[config.mk]
export PLATFORM = sky130hd
export DESIGN_NAME = fetch_unit
export DESIGN_NICKNAME = d
export VERILOG_FILES = /design/src/rtl/fetch_unit.sv
export SDC_FILE = /design/constraint.sdc
export NUM_CORES = 1
export LEC_CHECK = 0
export BUFFER_PORTS_ARGS = -buffer_cell sky130_fd_sc_hd__clkbuf_2
export CORE_UTILIZATION = 49
export CTS_CLUSTER_SIZE = 12
export DETAILED_ROUTE_END_ITERATION = 7
export PLACE_DENSITY_LB_ADDON = 0.3
export SLEW_MARGIN = 20
export SYNTH_ARGS = -nofsm -noshare
export SYNTH_HDL_FRONTEND = slang
export SYNTH_SLANG_ARGS = --single-unit
[constraint.sdc]
create_clock -name clk -period 2.7 [get_ports clk]
set_clock_uncertainty 0.1 [all_clocks]
set_input_delay 0.27 -clock clk [delete_from_list [all_inputs] [get_ports clk]]
set_output_delay 0.27 -clock clk [all_outputs]
set_load 0.005 [all_outputs]
[src/rtl/fetch_unit.sv]
// rtl/fetch_unit.sv - instruction fetch stage: PC, Memory read, valid/ready to decoder, branch redirect
// Optional FETCH_PERF_CNT_EN adds saturating fetch_count / flush_count outputs.
module fetch_unit #(
    parameter int data_length = 32,
    parameter int mem_length  = 32,
    parameter int RESET_PC    = 0,
    localparam int PW         = (mem_length > 1) ? $clog2(mem_length) : 1
) (
    input  logic                   clk,
    input  logic                   rst,
    input  logic                   en,
    output logic [PW-1:0]          mem_addr,
    output logic                   mem_we,
    output logic [data_length-1:0] mem_wdata,
    input  logic [data_length-1:0] mem_rdata,
    input  logic                   branch_valid,
    input  logic [PW-1:0]          branch_target,
    output logic                   instr_valid,
    output logic [data_length-1:0] instr,
    output logic [PW-1:0]          instr_pc,
    input  logic                   instr_ready
`ifdef FETCH_PERF_CNT_EN
    ,
    output logic [31:0]            fetch_count,
    output logic [31:0]            flush_count
`endif
);

    typedef enum logic [1:0] {
        IDLE  = 2'd0,
        ISSUE = 2'd1,
        WAIT  = 2'd2,
        HOLD  = 2'd3
    } state_t;

    state_t                 state_q;
    logic [PW-1:0]          pc_q;
    logic [PW-1:0]          pc_d;
    logic [data_length-1:0] instr_q;
    logic [PW-1:0]          instr_pc_q;
    logic                   instr_valid_q;

    // Explicit wrap so non-power-of-2 memories still step modulo mem_length.
    assign pc_d = (pc_q == PW'(mem_length - 1)) ? '0 : pc_q + PW'(1);

    assign mem_addr    = pc_q;
    assign mem_we      = 1'b0;
    assign mem_wdata   = '0;
    assign instr       = instr_q;
    assign instr_pc    = instr_pc_q;
    assign instr_valid = instr_valid_q;

    always_ff @(posedge clk or negedge rst) begin
        if (!rst) begin
            state_q       <= IDLE;
            pc_q          <= PW'(RESET_PC);
            instr_q       <= '0;
            instr_pc_q    <= '0;
            instr_valid_q <= 1'b0;
        end else begin
            case (state_q)
                IDLE: begin
                    if (branch_valid) begin
                        pc_q <= branch_target;
                    end else if (en) begin
                        state_q <= ISSUE;
                    end
                end
                ISSUE: begin
                    if (branch_valid) begin
                        pc_q <= branch_target;
                    end else begin
                        state_q <= WAIT;
                    end
                end
                WAIT: begin
                    if (branch_valid) begin
                        pc_q    <= branch_target;
                        state_q <= ISSUE;
                    end else begin
                        instr_q       <= mem_rdata;
                        instr_pc_q    <= pc_q;
                        instr_valid_q <= 1'b1;
                        state_q       <= HOLD;
                    end
                end
                HOLD: begin
                    // A redirect drops the held word even if the decoder is accepting it.
                    if (branch_valid) begin
                        pc_q          <= branch_target;
                        instr_valid_q <= 1'b0;
                        state_q       <= ISSUE;
                    end else if (instr_ready) begin
                        pc_q          <= pc_d;
                        instr_valid_q <= 1'b0;
                        state_q       <= en ? ISSUE : IDLE;
                    end
                end
                default: state_q <= IDLE;
            endcase
        end
    end

`ifdef FETCH_PERF_CNT_EN
    logic [31:0] fetch_count_q;
    logic [31:0] flush_count_q;
    logic        accept;
    logic        flush;

    assign accept      = (state_q == HOLD) && instr_ready && !branch_valid;
    assign flush       = (state_q != IDLE) && branch_valid;
    assign fetch_count = fetch_count_q;
    assign flush_count = flush_count_q;

    always_ff @(posedge clk or negedge rst) begin
        if (!rst) begin
            fetch_count_q <= '0;
            flush_count_q <= '0;
        end else begin
            if (accept && (fetch_count_q != '1)) fetch_count_q <= fetch_count_q + 32'd1;
            if (flush && (flush_count_q != '1)) flush_count_q <= flush_count_q + 32'd1;
        end
    end
`endif

endmodule
# == Yosys cells after proc, flatten, opt, wreduce, memory -nomap -nowiden ==
# Cells that the tools add are included.
# word_totals
out_inout_bits,76
input_bits,42
wordCells,41
regBits,45
# classes
n_addsub,1
reduce_logical,7
muxes,17
n_bitwise,1
n_eq_ne,10
# ops
operator,n
two-way mux 5 bit,4
two-way mux 2 bit,6
case mux 5 bit (2 select lines),1
"inequality test 2 bit, second input constant",4
case mux 2 bit (4 select lines),1
"adder 5 x 1 -> 5 bit, second input constant",1
"== test 5 bit, second input constant",1
"== test 2 bit, second input constant",2
two-way mux 1 bit,4
AND reduction 2 bit,2
AND reduction 4 bit,1
"inequality test 3 bit, second input constant",1
AND reduction 3 bit,1
OR reduction 3 bit,1
"== test 2 x 1 -> 1 bit, second input constant",1
zero test 2 bit,1
"inequality test 2 x 1 -> 1 bit, second input constant",1
case mux 1 bit (2 select lines),1
nonzero test 2 bit,1
NOT 1 bit,1

# == Depth between registers and ports, before layout ==
# Gate-level depths: netlist of the first run.
# logic_depth
depth_word,5
ltp_mapped,6
mapped_depth_nobuf,6

# == Least setup slack after synthesis of the first run ==
# OpenSTA, ideal clock, no wires.
# synth_timing
path_kind,reg2reg
start,reg pc_q[0] (netlist: mem_addr[0])
end,reg pc_q[3] (netlist: mem_addr[3])
path_stages_with_launch,7
setup_time_ps,65
required_ps,2535
synth_period_minus_slack_ps,1731
n_path_buf,0
arrival_ps,1566
path_slack_ps,969
cell_sequence,dfrtp_1 > ha_1 > and3_1 > ha_1 > nand4bb_1 > o31ai_1 > a22o_1
# synth_via
elab_chain_len,5
word_cells_on_any_way,6
cone_classes,1 x add/sub; 1 x eq/ne; 4 x mux
# synth_lines
element,line_no,source
start: declaration,37,logic [PW-1:0] pc_q;
start signal: assignment,56,pc_q <= PW'(RESET_PC);
start signal: assignment,64,pc_q <= branch_target;
start signal: assignment,71,pc_q <= branch_target;
adder 5 x 1 -> 5 bit / == test 5 bit (equally long branches),44,assign pc_d = (pc_q == PW'(mem_length - 1)) ? '0 : pc_q + PW'(1);
two-way mux 5 bit *,44,
two-way mux 5 bit *,93,end else if (instr_ready) begin
two-way mux 5 bit *,89,if (branch_valid) begin
case mux 5 bit (2 select lines) *,61,case (state_q)
# Mark *: on every way between the ends. The rest lies on a longest branch, timed or not. The select of a mux whose other input is x is not followed.
# A chain may end at the register's enable or synchronous reset.

# == Worst setup path in the final report of the first run ==
# Ends and elaborated chain as after synthesis.

==> results of run 1 <==
==> kinds of logic (layout without fill, tap and decap cells) <==
| family | after synthesis | in the layout |
|---|---|---|
| other | 1 | 33 |
| buffers and inverters | 42 | 96 |
| AOI/OAI and AO/OA | 17 | 17 |
| muxes | 39 | 39 |
| DFF | 45 | 45 |
| adders and majority gates | 2 | 2 |
| and+or+nand+nor | 17 | 17 |
==> critical path: stages, from the launching register on <==
cell       delay, ns
dfrtp_1         0.45
ha_1            0.25
and3_1          0.15
ha_1            0.16
nand4bb_1       0.25
o31ai_1         0.29
a22o_1          0.17
==> final cells by class <==
class                      count  area, um^2
tap                           52        65.1
clock buffer                   5        68.8
multi-input combinational    108         908
timing repair buffer          87         445
fill                         364        1760
clock inverter                 2        35.0
inverter                       2        7.51
sequential                    45        1130
==> report_power, final <==
group	internal, mW	switching (mW)
Sequential	0.975	0.191
Clock	0.269	0.213
Combinational	0.580	0.302
Total	1.82	0.705
==> path summary, 6_finish.rpt <==
kind	startpoint	to	slack (ns)	cells after the start
max	mem_addr[0]	mem_addr[3]	0.81	6
min	mem_rdata[27]	instr[27]	0.11	2
max reg2reg	mem_addr[0]	mem_addr[3]	0.81	6
min reg2reg	instr[7]	instr[7]	0.41	1
max in group asynchronous	rst	instr[2]	1.63	3
min in group asynchronous	rst	instr[12]	0.49	3
==> state kept, by name, summed over array words and instances (netlist names) <==
| name | count |
|---|---|
| mem_addr | 5 |
| instr | 32 |
| state_q | 2 |
| instr_pc | 5 |
| instr_valid | 1 |
==> metal layers <==
metal  up-vias  part of all wire (%)  global-route usage, %
met3         2                   5.8                   4.91
met5         -                     0                      0
li1        663                     -                      -
met1       662                    47                   23.1
met4         0                  0.10                   3.33
met2        57                    47                   26.1
==> cells in the final DEF (no fill, tap or decap), types with 2 or more instances in the layout <==
cell,count
buf_4,2
nor2b_1,2
o21ai_0,6
conb_1,33
and3_1,2
dfrtp_1,45
inv_1,2
ha_1,2
mux2_4,30
o31ai_1,2
clkbuf_2,84
nor2_1,3
a22oi_1,2
mux2i_1,2
clkbuf_8,5
mux2_2,7
a21oi_1,3
nand2_1,5
==> repair_timing <==
action | 4_1_cts | 5_1_grt
setup buffers | 0 | 0
hold buffers | 1 | 0
endpoints found under the hold margin | 45 | 0
==> stage by stage <==
stage | instances | instance area, um^2 | total power [mW] | utilization, % | hold slack (ns)
3_5_place_dp | 293 | 2540 | 2.07 | 57.6 | 0.284
3_3_place_gp | 293 | 2540 | 2.04 | 57.6 | 0.284
4_1_cts | 301 | 2660 | 2.56 | 60.2 | 0.103
5_1_grt | 301 | 2660 | 2.70 | 60.2 | 0.0968
2_1_floorplan | 195 | 2390 | 1.71 | - | -0.126
6_report | 301 | 2660 | 2.53 | 60.2 | 0.110
==> impl_metrics.env, run 1 <==
export IMPL_status="complete, no violations"
export IMPL_cts_root_buffer="clkbuf_8"
export IMPL_clock_sinks=45
export IMPL_critPathKind="register to register"
export IMPL_drive_above_1_share_pct=53.0
export IMPL_period_share_pct=69.9
export IMPL_drt_iter0_drc=78
export IMPL_synthXorXnorAreaFrac_pct=0
export IMPL_cellLeakagePower_nw=1.42
export IMPL_routed_via_density=4.60
export IMPL_crit_path_start_kind="register"
export IMPL_drtAntennaViolNets=0
export IMPL_postSynthCellCount=163
export IMPL_vias=1384
export IMPL_cp_max_fo=7
export IMPL_rows=24
export IMPL_path_clk_slew_ns=0.08
export IMPL_required_ns=2.83
export IMPL_yosys_area_top_type_share_pct=49.6
export IMPL_die_w_um=70.1
export IMPL_grt_max_degree=46
export IMPL_grt_overflow=0
export IMPL_htreeDepth=2
export IMPL_die_h_um=70.1
export IMPL_core_um2=4410
export IMPL_routed_wl_um=3940
export IMPL_tns_ns=0
export IMPL_dp_slack_ns=0.816
export IMPL_p_per_area_nw_per_um2=952
export IMPL_wl_per_cell_um=13.1
export IMPL_worst_slew_pin_slew_ns=0.617
export IMPL_syn_avg_cell_area_um2=13.9
export IMPL_synth_seq_cells=45
export IMPL_synth_top_family_by_area="multiplexers"
export IMPL_synth_most_common_cell="dfrtp_1"
export IMPL_ir_drop_uv=428
export IMPL_cts_resized=0
export IMPL_cts_tree="done"
export IMPL_diodes=0
export IMPL_antenna_found_initial=0
export IMPL_dp_hpwl_um=2870
export IMPL_routabilityCongestion=0.816
export IMPL_ys_flop_type="dfrtp_1"
export IMPL_setup_viol_count_final=0
export IMPL_rsz0062_at_grt="false"
export IMPL_grt_pass1_wl_um=6420
export IMPL_synth_mux_area_fraction_pct=24.2
export IMPL_cts_made_buffers=5
export IMPL_clk_latency_ns=0.28
export IMPL_report_final_slew_viol_count=0
export IMPL_yosys_warnings=0
export IMPL_ys_seq_area_share_pct=49.6
export IMPL_synth_common_cells="45 x dfrtp_1, 34 x buf_4, 30 x mux2_4, 7 x mux2_2, 6 x o21ai_0"
export IMPL_synth_area_leaders="dfrtp_1 50%, mux2_4 20%, buf_4 11%, mux2_2 3.5%, buf_12 2.6%"
export IMPL_finalHoldViolCount=0
export IMPL_track_usage_pct=16.6
export IMPL_synth_largest_area_cell="dfrtp_1"
export IMPL_synthesis_area_um2=2270
export IMPL_pin_count=118
export IMPL_max_cap_violations=0
export IMPL_worstPathArrival_ns=2.01
export IMPL_drc=0
export IMPL_hold_class="input port to register"
export IMPL_synth_edf_count=0
export IMPL_initial_core_util_pct=51.4
export IMPL_synthAdderAreaFrac_pct=1.10
export IMPL_area_growth_pct=17.0
export IMPL_post_route_min_period_ns=1.89
export IMPL_dieArea_um2=4910
export IMPL_relSlewSlack_pct=58.9
export IMPL_grt_pass1_vias=1349
export IMPL_synthSimpleGateAreaFrac_pct=4.52
export IMPL_fmax_mhz=530
export IMPL_post_route_worst_setup_slack_ns=0.813
export IMPL_synthArstFlopShare_pct=100
export IMPL_numPortBuffers=84
export IMPL_worstSetupEndpointType="register"
export IMPL_dr_pass1_iters=4
export IMPL_synth_compound_area_share_pct=4.74
export IMPL_nets=293
export IMPL_ys_types=27
export IMPL_clock_path_buffers=2
Note: power is estimated with default switching activity, not from simulation.
==> run 2, diff against run 1 <==
--- a/config.mk
+++ b/config.mk
@@ -5,8 +5,9 @@
 export SDC_FILE = /design/constraint.sdc
 export NUM_CORES = 1
 export LEC_CHECK = 0
+export ABC_AREA = 1
 export BUFFER_PORTS_ARGS = -buffer_cell sky130_fd_sc_hd__clkbuf_2
-export CORE_UTILIZATION = 49
+export CORE_UTILIZATION = 41
 export CTS_CLUSTER_SIZE = 12
 export DETAILED_ROUTE_END_ITERATION = 7
 export PLACE_DENSITY_LB_ADDON = 0.3
==> constraint.sdc (replaced) <==
create_clock -name clk -period 1.7 [get_ports clk]
set_clock_uncertainty 0.1 [all_clocks]
set_input_delay 0.17 -clock clk [delete_from_list [all_inputs] [get_ports clk]]
set_output_delay 0.17 -clock clk [all_outputs]
set_load 0.005 [all_outputs]
==> impl_metrics.env, run 2 <==
export IMPL_status="complete, no violations"
export IMPL_synth_common_cells="52 x nand2_1, 45 x dfrtp_1, 41 x inv_1, 33 x buf_4, 20 x o21ai_0"
export IMPL_post_route_min_period_ns=1.57
export IMPL_track_usage_pct=15.0
export IMPL_synth_largest_area_cell="dfrtp_1"
export IMPL_area_growth_pct=25.0
export IMPL_drtAntennaViolNets=0
export IMPL_final_util_pct=54.5
export IMPL_rows=26
export IMPL_critPathKind="register to register"
export IMPL_ys_flop_type="dfrtp_1"
export IMPL_cts_setup_buffers=0
export IMPL_dr_pass1_iters=4
export IMPL_grt_max_degree=76
export IMPL_required_ns=1.77
export IMPL_p_per_area_nw_per_um2=1360
export IMPL_grt_overflow=0
export IMPL_mostFrequentLayoutCell="clkbuf_2"
export IMPL_hold_class="input port to register"
export IMPL_clk_latency_ns=0.28
export IMPL_routabilityCongestion=0.837
export IMPL_post_route_worst_setup_slack_ns=0.127
export IMPL_postSynthCellCount=255
export IMPL_timing_hold_ws_ns=0.0119
export IMPL_finalHoldViolCount=0
export IMPL_yosys_warnings=0
export IMPL_layout_common_cells="84 x clkbuf_2, 52 x nand2_1, 45 x dfrtp_1"
export IMPL_crit_path_start_kind="register"
export IMPL_ir_drop_uv=491
export IMPL_path_common_cell="ha_1"
export IMPL_die_h_um=76.7
export IMPL_cts_root_buffer="clkbuf_8"
export IMPL_synth_edf_count=0
export IMPL_yosys_area_top_type_share_pct=49.3
export IMPL_drive_above_1_share_pct=32.5
export IMPL_grt_pass1_vias=1637
export IMPL_fmax_mhz=636
export IMPL_cts_resized=0
export IMPL_routed_via_density=4.20
export IMPL_worstPathCellList="ha_1, nand2_1, nor2_1, ha_1, nor3_1, o21ai_1"
export IMPL_max_cap_violations=0
export IMPL_syn_avg_cell_area_um2=8.96
export IMPL_cp_max_fo=6
export IMPL_core_um2=5240
export IMPL_relSlewSlack_pct=63.4
export IMPL_setup_viol_count_final=0
export IMPL_cp_top_family="adder cells"
export IMPL_wl_per_cell_um=10.1
export IMPL_path_clk_slew_ns=0.08
export IMPL_cts_made_buffers=5
export IMPL_period_share_pct=92.5
export IMPL_dp_slack_ns=0.113
export IMPL_diodes=0
export IMPL_antenna_found_initial=0
export IMPL_synthesis_area_um2=2280
export IMPL_cellLeakagePower_nw=1.65
export IMPL_pin_count=118
export IMPL_ys_types=24
export IMPL_die_w_um=76.7
export IMPL_rsz0062_at_grt="false"
export IMPL_cp_slowest_cell="dfrtp_1"
export IMPL_htreeDepth=2
export IMPL_grt_pass1_wl_um=7140
export IMPL_worstPathArrival_ns=1.64
export IMPL_clock_path_buffers=2
export IMPL_clock_sinks=45
export IMPL_dp_hpwl_um=3060
export IMPL_synthArstFlopShare_pct=100
export IMPL_cts_tree="done"
export IMPL_drc=0
export IMPL_synth_area_leaders="dfrtp_1 49%, buf_4 11%, nand2_1 8.5%, inv_1 6.7%, o21ai_2 6.1%"
export IMPL_worstSetupEndpointType="register"
export IMPL_cp_num_buf_inv=0
export IMPL_routed_wl_um=4290
export IMPL_synth_most_common_cell="nand2_1"
export IMPL_nets=397
export IMPL_slowest_delay_ns=0.45
export IMPL_synth_seq_cells=45
export IMPL_report_final_slew_viol_count=0
export IMPL_worst_slew_pin_slew_ns=0.549
export IMPL_ys_seq_area_share_pct=49.3
export IMPL_initial_core_util_pct=43.6
export IMPL_vias=1780
export IMPL_tns_ns=0
export IMPL_drt_iter0_drc=48
export IMPL_power_mw=3.88
export IMPL_numPortBuffers=84
export IMPL_dieArea_um2=5880
export IMPL_largest_reg_flops=32
run 2: cell types whose count changed in the layout (fill, tap and decap cells not counted), sizes merged, moves of 3 or more:
cell	delta
nand2	+48
inv	+41
o21ai	+38
mux2	-37
dlygate4sd3	+14
nor2	+5
a21boi	+3
run 2: cells by family after synthesis:
family	count (synthesis)	share of synthesized area, %
adders and majority gates	2	1.10
buffers and inverters	85	22.0
and+or+nand+nor	69	12.8
other	1	0.164
xor gates and xnor gates	1	0.383
AOI/OAI and AO/OA	52	14.3
DFF	45	49.3
run 2: layout make-up:
class	instances	area, um^2
multi-input combinational	157	777
tap	70	87.6
clock buffer	7	96.3
inverter	43	166
sequential	45	1130
fill	507	2380
clock inverter	1	5.00
timing repair buffer	101	598
run 2: worst paths after layout:
check	from	end	cells after the start	slack, ns
max in group asynchronous	rst	instr[19]	3	0.72
min	mem_rdata[18]	instr[18]	3	0.01
max reg2reg	mem_addr[0]	mem_addr[4]	6	0.13
max	mem_addr[0]	mem_addr[4]	6	0.13
min reg2reg	instr[20]	instr[20]	2	0.38
min in group asynchronous	rst	instr[13]	3	0.40
run 2: worst reg2reg max path, delay by kind of cell (launching register included):
| family | cells | cell delay, ns |
|---|---|---|
| AOI/OAI and AO/OA | 1 | 0.10 |
| adders and majority gates | 2 | 0.52 |
| DFF | 1 | 0.45 |
| and+or+nand+nor | 3 | 0.29 |
run 2: metal layers:
| layer | wire (um) | GRT usage [%] | share of wire, % |
|---|---|---|---|
| met2 | 1990 | 25.1 | 46 |
| met3 | 267 | 3.93 | 6.2 |
| met1 | 1960 | 18.5 | 46 |
| met4 | 72 | 5.58 | 1.7 |
| met5 | 0 | 0 | 0 |
run 2: where the power goes:
part	internal, mW	total, mW	switching [mW]
Combinational	0.662	1.38	0.714
Sequential	1.53	1.81	0.282
Clock	0.367	0.696	0.329
Total	2.56	3.88	1.32
run 2: timing repair:
action / in CTS / in global routing
endpoints found under the setup margin: 0 / 2
hold buffers: 15 / 0
hold endpoints to repair: 59 / 0
run 2: metrics by stage:
| stage | area [um^2] | std cells |
|---|---|---|
| floorplan | 2400 | 287 |
| global placement | 2610 | 401 |
| detailed placement | 2610 | 401 |
| CTS | 2860 | 424 |
| global route | 2860 | 424 |
| finish | 2860 | 424 |
